$ cat config.mk
export PLATFORM = sky130hd
export DESIGN_NAME = fwd_hazard_unit_flat
export DESIGN_NICKNAME = d
export VERILOG_FILES = /design/src/rtl/fwd_hazard_if.sv /design/src/rtl/fwd_hazard_unit.sv /design/src/flat_wrapper.sv
export SDC_FILE = /design/constraint.sdc
export NUM_CORES = 1
export LEC_CHECK = 0
export BUFFER_PORTS_ARGS = -buffer_cell sky130_fd_sc_hd__clkbuf_2
export CAP_MARGIN = 20
export CORE_MARGIN = 10
export CORE_UTILIZATION = 30
export CTS_CLUSTER_SIZE = 10
export DETAILED_ROUTE_END_ITERATION = 10
export MAX_ROUTING_LAYER = met4
export PLACE_DENSITY = 0.52
export SLEW_MARGIN = 20
export SYNTH_ARGS = -nofsm -noshare
export SYNTH_HDL_FRONTEND = slang
export SYNTH_SLANG_ARGS = --single-unit
$ cat constraint.sdc
create_clock -name clock -period 1.6 [get_ports clock]
set_input_delay 0.16 -clock clock [delete_from_list [all_inputs] [get_ports clock]]
set_output_delay 0.16 -clock clock [all_outputs]
set_load 0.01 [all_outputs]
$ cat src/rtl/fwd_hazard_if.sv
// -----------------------------------------------------------------------------
// Module : fwd_hazard_if
// Purpose: ID-stage operand/hazard signal bundle between ID stage and hazard unit
// Rev    : 1.0
// -----------------------------------------------------------------------------
`default_nettype none

interface fwd_hazard_if #(
    parameter int CNT_W = 16
);
    logic [4:0]       rs;
    logic [4:0]       rt;
    logic             use_rs;
    logic             use_rt;
    logic             id_valid;
    logic             id_wreg;
    logic             id_m2reg;
    logic [4:0]       id_rn;
    logic             flush;
    logic [1:0]       fwda;
    logic [1:0]       fwdb;
    logic             stall;
    logic             wpcir;
    logic [CNT_W-1:0] stall_cnt;

    modport master (
        output rs, rt, use_rs, use_rt, id_valid, id_wreg, id_m2reg, id_rn, flush,
        input  fwda, fwdb, stall, wpcir, stall_cnt
    );

    modport slave (
        input  rs, rt, use_rs, use_rt, id_valid, id_wreg, id_m2reg, id_rn, flush,
        output fwda, fwdb, stall, wpcir, stall_cnt
    );
endinterface

`default_nettype wire

$ cat src/rtl/fwd_hazard_unit.sv
// -----------------------------------------------------------------------------
// Module : fwd_hazard_unit
// Purpose: ID-stage forwarding selects, load-use stall and stall-cycle counter
// Rev    : 1.0
// -----------------------------------------------------------------------------
`default_nettype none

module fwd_hazard_unit #(
    parameter int CNT_W = 16
) (
    input  wire logic   clock,
    input  wire logic   reset,
    fwd_hazard_if.slave bus
);

    logic [4:0]       ern;
    logic             ewreg;
    logic             em2reg;
    logic [4:0]       mrn;
    logic             mwreg;
    logic             mm2reg;
    logic [CNT_W-1:0] stall_cnt;

    logic             ex_live;
    logic             mem_live;
    logic             stall;
    logic             capture;
    logic [1:0]       fwda;
    logic [1:0]       fwdb;

    // Register $0 is hardwired, so a write to it never produces a live value.
    assign ex_live  = ewreg && (ern != 5'd0);
    assign mem_live = mwreg && (mrn != 5'd0);

    function automatic logic [1:0] select_for(input logic [4:0] src, input logic used,
                                              input logic e_live, input logic e_load,
                                              input logic [4:0] e_rn,
                                              input logic m_live, input logic m_load,
                                              input logic [4:0] m_rn);
        logic [1:0] sel;
        sel = 2'b00;
        if (used) begin
            if (e_live && !e_load && (e_rn == src)) begin
                sel = 2'b01;
            end else if (m_live && !m_load && (m_rn == src)) begin
                sel = 2'b10;
            end else if (m_live && m_load && (m_rn == src)) begin
                sel = 2'b11;
            end
        end
        return sel;
    endfunction

    always_comb begin
        fwda = select_for(bus.rs, bus.use_rs, ex_live, em2reg, ern, mem_live, mm2reg, mrn);
        fwdb = select_for(bus.rt, bus.use_rt, ex_live, em2reg, ern, mem_live, mm2reg, mrn);
    end

    // A load still in EX has no data yet; the consumer must wait one cycle.
    assign stall = bus.id_valid && ex_live && em2reg &&
                   ((bus.use_rs && (ern == bus.rs)) || (bus.use_rt && (ern == bus.rt)));

    assign capture = bus.id_valid && !stall && !bus.flush;

    always_ff @(posedge clock or posedge reset) begin
        if (reset) begin
            ern    <= 5'd0;
            ewreg  <= 1'b0;
            em2reg <= 1'b0;
            mrn    <= 5'd0;
            mwreg  <= 1'b0;
            mm2reg <= 1'b0;
        end else begin
            mrn    <= ern;
            mwreg  <= ewreg;
            mm2reg <= em2reg;
            if (capture) begin
                ern    <= bus.id_rn;
                ewreg  <= bus.id_wreg;
                em2reg <= bus.id_m2reg;
            end else begin
                ern    <= 5'd0;
                ewreg  <= 1'b0;
                em2reg <= 1'b0;
            end
        end
    end

    always_ff @(posedge clock or posedge reset) begin
        if (reset) begin
            stall_cnt <= '0;
        end else if (stall && (stall_cnt != {CNT_W{1'b1}})) begin
            stall_cnt <= stall_cnt + 1'b1;
        end
    end

    assign bus.fwda      = fwda;
    assign bus.fwdb      = fwdb;
    assign bus.stall     = stall;
    assign bus.wpcir     = ~stall;
    assign bus.stall_cnt = stall_cnt;

endmodule

`default_nettype wire

$ cat src/flat_wrapper.sv
// flat-port wrapper written by rule: the top's interface ports become plain ports
module fwd_hazard_unit_flat 
#(
    parameter int CNT_W = 16
)
  (clock, reset, bus_rs, bus_rt, bus_use_rs, bus_use_rt, bus_id_valid, bus_id_wreg, bus_id_m2reg, bus_id_rn, bus_flush, bus_fwda, bus_fwdb, bus_stall, bus_wpcir, bus_stall_cnt);
  fwd_hazard_if #(.CNT_W(CNT_W)) bus_i ();
  input  wire logic clock;
  input  wire logic reset;
  input wire logic [$bits(bus_i.rs)-1:0] bus_rs;
  input wire logic [$bits(bus_i.rt)-1:0] bus_rt;
  input wire logic [$bits(bus_i.use_rs)-1:0] bus_use_rs;
  input wire logic [$bits(bus_i.use_rt)-1:0] bus_use_rt;
  input wire logic [$bits(bus_i.id_valid)-1:0] bus_id_valid;
  input wire logic [$bits(bus_i.id_wreg)-1:0] bus_id_wreg;
  input wire logic [$bits(bus_i.id_m2reg)-1:0] bus_id_m2reg;
  input wire logic [$bits(bus_i.id_rn)-1:0] bus_id_rn;
  input wire logic [$bits(bus_i.flush)-1:0] bus_flush;
  output wire logic [$bits(bus_i.fwda)-1:0] bus_fwda;
  output wire logic [$bits(bus_i.fwdb)-1:0] bus_fwdb;
  output wire logic [$bits(bus_i.stall)-1:0] bus_stall;
  output wire logic [$bits(bus_i.wpcir)-1:0] bus_wpcir;
  output wire logic [$bits(bus_i.stall_cnt)-1:0] bus_stall_cnt;
  assign bus_i.rs = bus_rs;
  assign bus_i.rt = bus_rt;
  assign bus_i.use_rs = bus_use_rs;
  assign bus_i.use_rt = bus_use_rt;
  assign bus_i.id_valid = bus_id_valid;
  assign bus_i.id_wreg = bus_id_wreg;
  assign bus_i.id_m2reg = bus_id_m2reg;
  assign bus_i.id_rn = bus_id_rn;
  assign bus_i.flush = bus_flush;
  assign bus_fwda = bus_i.fwda;
  assign bus_fwdb = bus_i.fwdb;
  assign bus_stall = bus_i.stall;
  assign bus_wpcir = bus_i.wpcir;
  assign bus_stall_cnt = bus_i.stall_cnt;
  fwd_hazard_unit #(.CNT_W(CNT_W)) u_core (.clock(clock), .reset(reset), .bus(bus_i));
endmodule
# Word-level counts from Yosys, hierarchy flattened
# Cells that the tools add are included.
[op_classes] n_addsub=1 n_eq_ne=5 mux=11 bitwise_logic=1 reduce_logical=26
[op_table] op="$eq 5x5->1" n=4
[op_table] op="$logic_and 1x1->1" n=19
[op_table] op="$add 16x1->16 const B" n=1
[op_table] op="$mux 2" n=8
[op_table] op="$ne 16x16->1 const B" n=1
[op_table] op="$reduce_bool 5->1" n=2
[op_table] op="$mux 5" n=1
[op_table] op="$logic_not 1->1" n=4
[op_table] op="$mux 1" n=2
[op_table] op="$logic_or 1x1->1" n=1
[op_table] op="$not 1->1" n=1
[word_totals] register_bits=30 input_bits=23 output_inout_bits=22 wordCells=51

# Longest topological paths before layout
[logic_depth] ltp_word=9 mapped_depth=7 mapped_depth_nobuf=5

# Least setup slack after synthesis
# No wires, ideal clock.
[synth_path] kind="register to register" start="register u_core.ern[0]" end="register u_core.stall_cnt[1], in the netlist u_core.bus.stall_cnt[1]" setup_time_ns=0.128 arrival_time_ns=1.641 slack_ns=-0.169 stages_incl_launch_ff=6 path_buffers=0 cell_sequence="dfrtp_1 > or4_4 > o21ai_2 > a31oi_4 > nand2_2 > mux2_1"
[synth_via] elab_chain_cells=6 elab_cells_between_ends=11
[synth_lines] item="start: declaration" line="fwd_hazard_unit.sv:16" text="logic [4:0] ern;"
[synth_lines] item="start signal: assignment" line="fwd_hazard_unit.sv:78" text="ern <= bus.id_rn;"
[synth_lines] item="$reduce_bool 5->1" line="fwd_hazard_unit.sv:32" text="assign ex_live = ewreg && (ern != 5'd0);"
[synth_lines] item="$logic_and 1x1->1" line="fwd_hazard_unit.sv:32"
[synth_lines] item="$logic_and 1x1->1 (2 in a row)" line="fwd_hazard_unit.sv:60" text="assign stall = bus.id_valid && ex_live && em2reg &&"
[synth_lines] item="$logic_and 1x1->1 (*)" line="fwd_hazard_unit.sv:60"
[synth_lines] item="$logic_and 1x1->1 (*)" line="fwd_hazard_unit.sv:92" text="end else if (stall && (stall_cnt != {CNT_W{1'b1}})) begin"
[synth_lines] item="end signal: assignment" line="fwd_hazard_unit.sv:93" text="stall_cnt <= stall_cnt + 1'b1;"
[synth_lines] item="end: declaration" line="fwd_hazard_unit.sv:22" text="logic [CNT_W-1:0] stall_cnt;"
# Mark *: on every way between the ends. The rest lies on a longest branch, timed or not.
# A chain may end at the register's enable or synchronous reset.

# Final worst setup path
[layout_path] start="register u_core.ern[4]" end="output port bus_fwdb[1]"
[layout_via] elab_chain_cells=6 elab_cells_between_ends=7
[layout_lines] item="$reduce_bool 5->1" line="fwd_hazard_unit.sv:32"
[layout_lines] item="$logic_and 1x1->1" line="fwd_hazard_unit.sv:32"
[layout_lines] item="$logic_and 1x1->1" line="fwd_hazard_unit.sv:43" text="if (e_live && !e_load && (e_rn == src)) begin"
[layout_lines] item="$logic_and 1x1->1 (*)" line="fwd_hazard_unit.sv:43"
[layout_lines] item="$mux 2 (*)" line="fwd_hazard_unit.sv:43"
[layout_lines] item="$mux 2 (*)" line="fwd_hazard_unit.sv:42" text="if (used) begin"
[layout_lines] item="end: declaration" line="flat_wrapper.sv:20" text="output wire logic [$bits(bus_i.fwdb)-1:0] bus_fwdb;"
# Marked as above.

==> impl_results.md <==
* Status: finished with violations
* Failing checks: setup timing
* Critical path launch point: u_core.ern[4]
* Final HPWL DP at 3.33 mm
* # clock sinks at 30
* Initial Utilization at 30.9%
* Gate power share at 13.4%
* Required @ worst endpoint at 1440 ps
* Placed instance count at 299
* Worst-skew pair later-pin latency at a little under 300 ps
* Via count at 1448
* Peak supply drop at 0.320 mV
* Synth Register Bits at 30
* Clock transition at path regs at 60 ps
* Pwr/cell area at 644 mW/mm^2
* Final worst setup slack at -433 ps
* End of the critical path: bus_fwdb[1]
* Crit Path Class: reg -> out
* Deepest clock path buffer count at 2
* Setup violators final at 29
* Setup crit end kind: primary output
* Syn-to-layout area delta at 71.0%
* Largest net degree at the start of global routing at 31
* TritonCTS clock tree: built
* Layout cells sized above 1 at 60.6%
* Crit-path max FO at 2
* Post-Layout Cell Count at 319
* HP Start: bus_id_rn[2]
* Number of fill cells at ~470
* Vias in the first global route at 1589
* Global Route Usage Sum at 11.1%
* Simple-Gate Fraction of Synth Area at 24.1%
* CP Launch Type: flop
* Hold Path Class: in -> reg
* Tmin final at 2030 ps
* Max Fclk at 492 MHz
* Antenna Nets Post-Route at 0
* Slew @ Worst Pin at 379 ps
* Final Hold Fails at 0
* DRC at 0
* Final Cell Area at ~0.0027 mm^2
* P_sw at 404 uW
* Mapped Cells at approximately 140
* Global-route wire length before repair at 7.51 mm
* Worst R2R Setup Slack at -360 ps
* Warnings from Yosys at 0
* Place WS at -280 ps
* EDFF count, synth at 0
* Internal power at 1.33 mW
* Die area at approximately 0.0086 mm^2
* Post-Synth XOR/XNOR Area at 18.3%
* Synth Area per Inst at between 10 and 15 um^2
* Reg2reg start: u_core.ern[4]
* Part of the power in registers at 45.3%
* Mapped Area at 0.00158 mm^2
* Relative slew margins at 74.7%
* Reg area at 752 um^2
* RR Endpoint: u_core.bus.stall_cnt[1]
* Async SR Flop Fraction at 100%
* Multi-input logic area at 0.00101 mm^2
* Unique masters post-synth at 40
* DRT Wirelength at ~4.4 mm
* Placer Congestion at 0.798
* Vias/cell at ~4.5
* Chip Width at 92.5 um
* Switching share of power at 23.3%
* FF-to-FF path depth at 7
* Largest family of logic cells by synthesized area: simple AND/OR/NAND/NOR gates
* Die height at 92.5 um
* I/O Pins at 45
* Mux share of post-synthesis cell area at 1.43%
* Input/output buffers at 44
* Final core utilization at 52.8%
* Seq/Total Area, Yosys at 47.6%
* Nets at roughly 270
* Slew Viols, Final at 0
* Num rows at 26
* Prevailing post-synth register cell: dfrtp_1
* 1st-iter DRT viols at 39
* Clock share of power at 41.3%
* Leak at 1.35 nW
* Core box area at 0.00511 mm^2
* Placed Instance Area at 0.00222 mm^2
* Compound-Gate Fraction of Synth Area at between 5 and 6%
* Adder-Cell Fraction of Synth Area at less than 1%
* Period utilisation layout at 127%
* Total CTS buffers at 5
* RSZ-0062 raised after global routing: yes
* Clock root cell: clkbuf_8
* Clock skew at 10.6 ps
* Setup TNS at -6790 ps
* WL/cell at roughly 14 um
* Initial antenna violation count at 0
* DR pass1 iterations at 4
* CP Data Arrival Time at between 1500 and 2000 ps
* Overflow after GRT at 0
* Synth Net Count at 168
* CTS H-tree lvls at 2
* # diodes at 0
* Max Cap Viol at 0
## sequential cells by signal, indices dropped and copies added (netlist names)
signal / count
u_core.mwreg: 1
u_core.ewreg: 1
u_core.mm2reg: 1
u_core.mrn: 5
u_core.bus.stall_cnt: 16
u_core.em2reg: 1
u_core.ern: 5
## per-stage QoR
step	power [mW]	hold WS, ps
2_1_floorplan	0.875	251
3_3_place_gp	0.969	245
3_5_place_dp	0.970	248
4_1_cts	1.74	76.9
5_1_grt	1.81	103
6_report	1.74	93.1
## layout by cell type (no fill, tap or decap), drive strengths merged, types with 2 or more instances in the layout
| cell type | synthesis | final |
|---|---|---|
| o21ai | 2 | 2 |
| nand4 | 6 | 6 |
| nor4 | 2 | 2 |
| inv | 3 | 3 |
| nor3 | 5 | 5 |
| nand3 | 9 | 9 |
| and2 | 9 | 9 |
| xnor2 | 15 | 15 |
| nor2 | 5 | 5 |
| or4 | 2 | 2 |
| and4 | 4 | 4 |
| nand2 | 10 | 10 |
| mux2 | 2 | 2 |
| buf | 2 | 59 |
| dfrtp | 30 | 30 |
| and3 | 4 | 4 |
| a21oi | 2 | 2 |
| a31oi | 2 | 2 |
| clkbuf | 0 | 47 |
| xor2 | 18 | 18 |
## final cells by class
type / instances / area share [%]
Timing Repair Buffer: 99 / 26.7
Tap cell: 70 / 3.25
Clock buffer: 8 / 4.08
Sequential cell: 30 / 27.9
Multi-Input combinational cell: 109 / 37.6
Inverter: 3 / 0.418
## worst min path at each step
stage,end,slack [ps],depth (start not counted)
4_1_cts,u_core.ern[4],80,2
3_5_place_dp,u_core.ern[4],250,3
6_report,u_core.ern[2],90,2
2_1_floorplan,u_core.bus.stall_cnt[0],250,1
5_1_grt,u_core.ern[2],100,2
3_3_place_gp,u_core.bus.stall_cnt[3],240,3
## kinds of logic after synthesis
kind of cell / count (synthesis)
flops: 30
compound gates: 10
fa+ha+maj: 1
mux: 2
xor+xnor: 33
buf+inv: 5
simple gates: 63
## Yosys cell counts, types with 3 or more instances
cell	n	area share, %
and3_1	4	1.6
xor2_1	18	10
nor2_1	5	1.2
and4_1	3	1.7
dfrtp_1	30	48
xnor2_1	15	8.3
nand3_1	9	2.9
nand2_1	9	2.1
and2_1	9	3.6
nand4_1	6	2.4
nor3_1	3	0.95
## power groups by stage
stage / logic [mW] / registers [mW] / clock network (mW)
6_report: 0.233 / 0.786 / 0.718
5_1_grt: 0.256 / 0.787 / 0.767
3_3_place_gp: 0.172 / 0.797 / 0
3_5_place_dp: 0.172 / 0.798 / 0
4_1_cts: 0.215 / 0.784 / 0.745
2_1_floorplan: 0.0771 / 0.798 / 0
## worst max-delay path, cell delays in order (launching register included)
cell	delay, ps
dfrtp_1	390
or4_4	560
nor2_4	100
or3b_4	150
nor2_2	50
buf_4	130
nor3_2	80
buf_2	140
## what timing repair did
item	4_1_cts	5_1_grt
setup buffers	9	4
hold buffers	1	0
setup endpoints to repair	29	29
gates resized for setup	41	24
cloned	1	0
hold endpoints to repair	30	0
pin swaps	27	28
## per-layer routing
layer	track usage (%)	up-vias	share of wire [%]
li1	-	710	-
met1	12.6	698	42
met2	18.4	33	51
met3	3.23	7	4.9
met4	4.11	0	1.3
met5	-	-	0
(Power assumes the default switching activity.)
